===== src/rtl/res_pkg.sv =====
// res_pkg: shared widths, reader FSM state encoding and a byte-pick helper
// for the result FIFO reader.
package res_pkg;

  localparam int RESULT_W = 16;
  localparam int BYTE_W   = 8;

  typedef enum logic [2:0] {
    IDLE,
    FETCH,
    LOAD,
    BYTE0,
    BYTE1,
    CKSUM,
    DONE
  } reader_state_t;

  // hi=1 returns the upper byte of a result, hi=0 the lower byte.
  function automatic logic [BYTE_W-1:0] pick_byte(input logic [RESULT_W-1:0] w,
                                                  input logic hi);
    return hi ? w[RESULT_W-1:BYTE_W] : w[BYTE_W-1:0];
  endfunction

endpackage


===== src/rtl/res_fifo_reader_frame_counter.sv =====
// frame_counter: counts results sent in the current frame.
// Ports:
//   clk, rst     clock, synchronous active-high reset
//   clear        zero the count (new frame)
//   enable       increment by one
//   count        current count
//   last         high while count == NUM_RESULTS-1
module frame_counter #(
  parameter int NUM_RESULTS = 1352,
  parameter int CNT_W       = $clog2(NUM_RESULTS + 1)
) (
  input  logic             clk,
  input  logic             rst,
  input  logic             clear,
  input  logic             enable,
  output logic [CNT_W-1:0] count,
  output logic             last
);

  always_ff @(posedge clk) begin
    if (rst || clear) count <= '0;
    else if (enable)  count <= count + CNT_W'(1);
  end

  assign last = (count == CNT_W'(NUM_RESULTS - 1));

endmodule


===== src/rtl/res_fifo_reader.sv =====
// res_fifo_reader: drains the 16-bit result FIFO and streams each result as
// two bytes over a valid/ready byte link. One frame of NUM_RESULTS results is
// sent per start request, followed by a one-cycle frame_done pulse.
//
// Optional feature: define RES_READER_CKSUM_EN to append one checksum byte
// (XOR of all data bytes of the frame) after the last data byte.
//
// Ports:
//   clk, rst        clock, synchronous active-high reset
//   start           1-cycle frame request, honoured only when idle
//   fifo_empty      result FIFO empty flag
//   fifo_rdata      FIFO read data, valid the cycle after a pop
//   fifo_renable    pop request (only while not empty)
//   tx_data/valid   outgoing byte, held until tx_ready
//   tx_ready        sink ready
//   busy            frame in progress
//   frame_done      1-cycle pulse after the last byte is accepted
module res_fifo_reader
  import res_pkg::*;
#(
  parameter int NUM_RESULTS = 1352,
  parameter bit MSB_FIRST   = 1'b1
) (
  input  logic                clk,
  input  logic                rst,
  input  logic                start,
  input  logic                fifo_empty,
  input  logic [RESULT_W-1:0] fifo_rdata,
  output logic                fifo_renable,
  output logic [BYTE_W-1:0]   tx_data,
  output logic                tx_valid,
  input  logic                tx_ready,
  output logic                busy,
  output logic                frame_done
);

  localparam int CNT_W = $clog2(NUM_RESULTS + 1);

  reader_state_t       state_q;
  logic [RESULT_W-1:0] hold_q;
  logic [CNT_W-1:0]    count;
  logic                last;
  logic                tx_hs;
  logic                start_ok;
  logic                cnt_en;
`ifdef RES_READER_CKSUM_EN
  logic [BYTE_W-1:0]   cksum_q;
`endif

  assign tx_hs    = tx_valid && tx_ready;
  assign start_ok = start && (state_q == IDLE);
  assign cnt_en   = (state_q == BYTE1) && tx_hs;

  // Pop is combinational so a non-empty FIFO is popped the same cycle FETCH
  // sees it; the FSM leaves FETCH on that edge, giving exactly one pop.
  assign fifo_renable = (state_q == FETCH) && !fifo_empty;

  frame_counter #(
    .NUM_RESULTS (NUM_RESULTS),
    .CNT_W       (CNT_W)
  ) u_frame_counter (
    .clk    (clk),
    .rst    (rst),
    .clear  (start_ok),
    .enable (cnt_en),
    .count  (count),
    .last   (last)
  );

  // tx_data/tx_valid/busy/frame_done are registered alongside the state so
  // they change only on state transitions and stay stable during a stall.
  always_ff @(posedge clk) begin
    if (rst) begin
      state_q    <= IDLE;
      hold_q     <= '0;
      tx_data    <= '0;
      tx_valid   <= 1'b0;
      busy       <= 1'b0;
      frame_done <= 1'b0;
`ifdef RES_READER_CKSUM_EN
      cksum_q    <= '0;
`endif
    end else begin
      case (state_q)
        IDLE: begin
          if (start) begin
            state_q <= FETCH;
            busy    <= 1'b1;
`ifdef RES_READER_CKSUM_EN
            cksum_q <= '0;
`endif
          end
        end
        FETCH: begin
          if (!fifo_empty) state_q <= LOAD;
        end
        LOAD: begin
          hold_q   <= fifo_rdata;
          tx_data  <= pick_byte(fifo_rdata, MSB_FIRST);
          tx_valid <= 1'b1;
          state_q  <= BYTE0;
        end
        BYTE0: begin
          if (tx_hs) begin
            tx_data <= pick_byte(hold_q, !MSB_FIRST);
            state_q <= BYTE1;
`ifdef RES_READER_CKSUM_EN
            cksum_q <= cksum_q ^ tx_data;
`endif
          end
        end
        BYTE1: begin
          if (tx_hs) begin
`ifdef RES_READER_CKSUM_EN
            cksum_q <= cksum_q ^ tx_data;
`endif
            if (last) begin
`ifdef RES_READER_CKSUM_EN
              // Checksum byte includes the byte being accepted now.
              tx_data <= cksum_q ^ tx_data;
              state_q <= CKSUM;
`else
              tx_valid   <= 1'b0;
              busy       <= 1'b0;
              frame_done <= 1'b1;
              state_q    <= DONE;
`endif
            end else begin
              tx_valid <= 1'b0;
              state_q  <= FETCH;
            end
          end
        end
`ifdef RES_READER_CKSUM_EN
        CKSUM: begin
          if (tx_hs) begin
            tx_valid   <= 1'b0;
            busy       <= 1'b0;
            frame_done <= 1'b1;
            state_q    <= DONE;
          end
        end
`endif
        DONE: begin
          frame_done <= 1'b0;
          state_q    <= IDLE;
        end
        default: begin
          tx_valid   <= 1'b0;
          busy       <= 1'b0;
          frame_done <= 1'b0;
          state_q    <= IDLE;
        end
      endcase
    end
  end

endmodule


===== config.mk =====
export PLATFORM = sky130hd
export DESIGN_NAME = res_fifo_reader
export DESIGN_NICKNAME = d
export VERILOG_FILES = /design/src/rtl/res_pkg.sv /design/src/rtl/res_fifo_reader_frame_counter.sv /design/src/rtl/res_fifo_reader.sv
export SDC_FILE = /design/constraint.sdc
export NUM_CORES = 1
export LEC_CHECK = 0
export CORE_ASPECT_RATIO = 1.1
export CORE_MARGIN = 10
export CORE_UTILIZATION = 45
export DETAILED_ROUTE_END_ITERATION = 10
export DONT_BUFFER_PORTS = 1
export PLACE_DENSITY = 0.69
export SYNTH_ARGS = -nofsm -noshare
export SYNTH_HDL_FRONTEND = slang
export SYNTH_SLANG_ARGS = --single-unit
export TNS_END_PERCENT = 10

===== constraint.sdc =====
create_clock -name clk -period 2.25 [get_ports clk]
set_input_delay 0.45 -clock clk [delete_from_list [all_inputs] [get_ports clk]]
set_output_delay 0.45 -clock clk [all_outputs]
set_load 0.02 [all_outputs]

Yosys cells after proc, flatten, opt, wreduce, memory -nomap -nowiden:

Cells that the tools add are included.
Widths: inputs -> output; s select.

* bits in registers: 33
* latch bits: 0
* memory bits (writable): 0
* bits in read-only memories: 0
* input bits: 21
* output and inout port bits: 12
* word-level logic and storage cells: 55
* memories kept: 0

* add/subtract/negate cells: 1
* $mul: 0
* divide/modulo/power cells: 0
* order comparisons: 0
* equal/unequal tests: 11
* shift-type cells: 0
* multiplexer cells: 17
* bitwise logic cells: 3
* reduce and logical (&&, ||, !) cells: 16

Operators with widths (count)
* $pmux 8 s2: 1
* $mux 3: 5
* $pmux 3 s5: 1
* $reduce_or 4->1: 3
* $add 11x1->11 const B: 1
* $eq 11x11->1 const B: 1
* $ne 2x2->1 const B: 5
* $mux 8: 1
* $reduce_and 4->1: 2
* $eq 3x2->1 const B: 2
* $eq 3x3->1 const B: 2
* $mux 1: 6
* $pmux 1 s3: 2
* $logic_and 1x1->1: 4
* $reduce_and 2->1: 2
* $eq 3x1->1 const B: 1
* $logic_not 3->1: 1
* $not 1->1: 3
* $reduce_and 3->1: 1
* $pmux 1 s2: 1
* $reduce_bool 2->1: 1
* $logic_not 1->1: 1
* $logic_or 1x1->1: 1

Depth between registers and ports, before layout:

* depth after elaboration: 4
* gate-level depth with buffers: 6
* mapped depth without buffers: 5

Cells and area by module:

Synthesis repeated with hierarchy kept, for this count alone.

* cells, all modules: 177
* area, all modules: 1611.5 um^2

By module, submodules not included
* res_fifo_reader: instances 1, cells each 114, area each 1058.5 um^2
* frame_counter: instances 1, cells each 63, area each 553.0 um^2

Least setup slack after synthesis:

Ideal clock, no wire load.

* path kind: register to register
* start: reg tx_valid
* end: reg u_frame_counter.count[9]
* setup time: 71 ps
* arrival time: 1632 ps
* data required time: 2179 ps
* setup slack: 548 ps
* stages on the path, launching flop included: 5
* clock period less this slack: 1702 ps
* cell sequence: dfxtp_1 -> nand3_1 -> or3_4 -> or3_1 -> a21oi_1

* cells in the longest elaborated chain, start to end: 2

Ends and longest elaborated chain
* start, declared: line res_fifo_reader.sv:31 `output logic tx_valid,`
* start signal, assigned: line res_fifo_reader.sv:77 `tx_valid <= 1'b0;`
* start signal, assigned: line res_fifo_reader.sv:100 `tx_valid <= 1'b1;`
* start signal, assigned: line res_fifo_reader.sv:123 `tx_valid <= 1'b0;`
* $logic_and 1x1->1: line res_fifo_reader.sv:50 `assign tx_hs = tx_valid && tx_ready;`
* $logic_and 1x1->1: line res_fifo_reader.sv:52 `assign cnt_en = (state_q == BYTE1) && tx_hs;`
* end signal, assigned: line res_fifo_reader_frame_counter.sv:22 `else if (enable) count <= count + CNT_W'(1);`
* end, declared: line res_fifo_reader_frame_counter.sv:16 `output logic [CNT_W-1:0] count,`

Every way passes these cells.
A chain may end at the register's enable or synchronous reset.

Worst setup path in the final report:

* start: reg state_q[0]
* end: out fifo_renable

* cells in the longest elaborated chain, start to end: 2

Ends and longest elaborated chain
* start, declared: line res_fifo_reader.sv:39 `reader_state_t state_q;`
* start signal, assigned: line res_fifo_reader.sv:74 `state_q <= IDLE;`
* start signal, assigned: line res_fifo_reader.sv:87 `state_q <= FETCH;`
* start signal, assigned: line res_fifo_reader.sv:95 `if (!fifo_empty) state_q <= LOAD;`
* $eq 3x1->1: line res_fifo_reader.sv:56 `assign fifo_renable = (state_q == FETCH) && !fifo_empty;`
* $logic_and 1x1->1: line res_fifo_reader.sv:56
* end, declared: line res_fifo_reader.sv:29 `output logic fifo_renable,`

Every way passes these cells.

==> metrics.md <==
| Metric | Value |
|---|---|
| Pre-antenna DRT Iters | 4 |
| Cell area after layout | 1580 sq um |
| RSZ-0062 raised after global routing | false |
| Fmax | 553 MHz |
| PortBufs | 0 |
| Htree depth | 2 |
| Row Count | 22 |
| Share of flip-flops with an asynchronous set or reset | 0% |
| Final net count | 189 |
| Diodes inserted | 0 |
| Die ar. | 6080 sq um |
| Startpoint Class | register |
| Slew Viols, Final | 0 |
| Largest net degree at the start of global routing | 23 |
| Synthesized area per cell | 9.05 sq um |
| DR vias/cell | 5.79 |
| Initial Util | 46.1% |
| Total Routing Usage GR | 11.8% |
| Clock Power Share | 30.2% |
| CP Capture Type | output port |
| Clock buffer depth | 2 |
| Global-route wire length before repair | 5550 um |
| Class of the most critical setup path | reg -> out |
| Peak VDD IR | 0.418 mV |
| Area Growth Syn to Fin | 4.64% |
| Cell Int Power | 0.000762 W |
| DRC | 0 |
| Sequential area share after synthesis | 43.7% |
| Total number of vias | 1182 |
| Fin Setup TNS | 0 ps |
| Worst slew pin tran | 664 ps |
| Largest cells by area after synthesis | dfxtp_1, mux2i_1, nor2_1, a211oi_1, xor2_1 |
| Post-Route M1 WL | 1290 um |
| Most common flop cell mapped by yosys | dfxtp_1 |
| Worst EP required | 1800 ps |
| Yosys cell types | 40 |
| Initial antenna violation count | 0 |
| WL final | 3230 um |
| DR top layer | met4 |
| Post-synth EDFFs | 0 |
| Final Cycle Share | 80.3% |
| HPWL after DPL | 2510 um |
| Clock Skews | 7.72 ps |
| Synthesized netlist cell count | 167 |
| Post-CTS Hold Buffers | 0 |
| # setup viols final | 0 |
| Crit-path max FO | 13 |
| Post-Syn Area | 1510 sq um |
| Biggest area consumer among synthesized cells | dfxtp_1 |
| Area share of the leading cell type in the synthesized netlist | 43.7% |
| CTS root buf | clkbuf_4 |
| Routed WL per cell | 15.9 um |
| Routed wl met3 | 303 um |
| Max transition margin | 55.7% |
| Register clock-pin slew on the reported worst setup and hold paths | 110 ps |
| CTS Buf Count | 5 |
| Leak Pwr | 0.575 nW |
| Met2 WL | 1610 um |
| Layout cells sized above 1 | 8.33% |
| DRT iter0 DRCs | 62 |
| Skew-Pair Late Insertion Delay | 330 ps |
| RD Place Congestion | 0.854 |
| Die Y | 80.8 um |
| Comb power frac | 8.7% |
| Outcome | finished, final reports clean |
| Floorplan core area | 3280 sq um |
| Worst hold-check path type | in -> reg |
| GRT overflow | 0 |
| Ys Warns | 0 |
| Vias in the first global route | 1166 |
| Synthesized Nets | 189 |
| Minimum clock period | 1810 ps |
| CTS sink count | 33 |
| Max_cap viols | 0 |
| Sw power | 0.000287 W |
| CTS tree | built |
| Sw frac | 27.3% |
| CP Data Arrival Time | 1360 ps |
| Post-DRT Antenna Nets | 0 |
| Yosys reg bits | 33 |
| CTS-repair resized insts | 0 |
| Seq pwr share | 61.1% |
| # IOs | 33 |
| Die Wd | 75.3 um |
| Final Hold Violating Endpoints | 0 |
| Post-CTS setup buffer count | 0 |
| Pwr Density | 663 nW/um^2 |
| Post-place instance area | 1530 sq um |
## per-layer routing
| metal | track usage (%) | vias to the layer above |
|---|---|---|
| met5 | 0 | - |
| met4 | 3.53 | 0 |
| met3 | 7.80 | 2 |
| met2 | 18.6 | 27 |
| met1 | 12.8 | 555 |
| li1 | - | 598 |
## cell families after synthesis
group	count (synthesis)	synth area share (%)
AOI/OAI and AO/OA	33	14.3
adders and majority gates	1	0.828
xor gates and xnor gates	8	4.64
muxes	16	10.6
and+or+nand+nor	66	22.7
DFF	33	43.7
buffers and inverters	10	3.23
## area by class of cell
class	instances	area, sq um
Sequential cell	33	661
Clock buffer	5	37.5
Inverter	1	3.75
Clock inverter	3	17.5
Tap cell	36	45.0
Fill cell	309	1690
Multi-Input combinational cell	124	802
Timing Repair Buffer	2	15.0
## power by group through the flow
stage,Sequential (W),Combinational [W],Clock [W]
floorplan,0.000644,0.0000892,0
global placement,0.000653,0.0000880,0
detailed placement,0.000655,0.0000925,0
CTS,0.000641,0.0000924,0.000335
global route,0.000645,0.000103,0.000366
finish,0.000641,0.0000918,0.000316
## worst max-delay path: stages, from the launching register on
cell,delay [ps]
dfxtp_1,590
nand2b_1,120
nor3_1,150
buf_4,170
## layout by cell type (no fill, tap or decap), drive strengths merged, types with 3 or more instances in the layout
cell type   n
a211oi      8
a21oi       9
and3        3
clkbuf      5
dfxtp      33
mux2i      16
nand2       5
nand2b      3
nand3       8
nor2       28
nor2b       3
nor3        3
o21ai       7
or3         3
xnor2       3
xor2        5
## stage by stage
step / power [W] / instances / hold slack [ps] / util (%) / setup WS, ps
2_1_floorplan: 0.000733 / 167 / 450 / - / 548
3_3_place_gp: 0.000741 / 196 / 462 / 46.6 / 539
3_5_place_dp: 0.000747 / 196 / 482 / 46.6 / 474
4_1_cts: 0.00107 / 204 / 147 / 48.3 / 409
5_1_grt: 0.00111 / 204 / 128 / 48.3 / 268
6_report: 0.00105 / 204 / 176 / 48.3 / 443
## state kept, by name, summed over array words and instances (netlist names)
name / flops
tx_data: 8
state_q: 3
tx_valid: 1
busy: 1
u_frame_counter.count: 11
frame_done: 1
hold_q: 8
## worst paths after layout
path | from | end | slack (ps) | cells past startpoint
worst max-delay path | state_q[0] | fifo_renable | 440 | 3
worst min-delay path | rst | tx_data[1] | 180 | 1
worst max register to register | state_q[0] | u_frame_counter.count[9] | 440 | 4
worst min register to register | hold_q[6] | hold_q[6] | 500 | 2
## cells in the mapped netlist, types with 2 or more instances
library cell,instances
mux2i_1,16
nor4b_1,2
and3_1,3
a21o_1,2
nor2b_1,3
a21oi_1,8
xor2_1,5
nor2_1,27
a211oi_1,8
buf_2,3
dfxtp_1,33
or3_1,2
nand2_1,5
nand3_1,8
clkbuf_1,4
xnor2_1,3
nand2b_1,3
o21ai_0,7
nand4_1,2
nor3_1,3
Note: power is estimated with default switching activity, not from simulation.
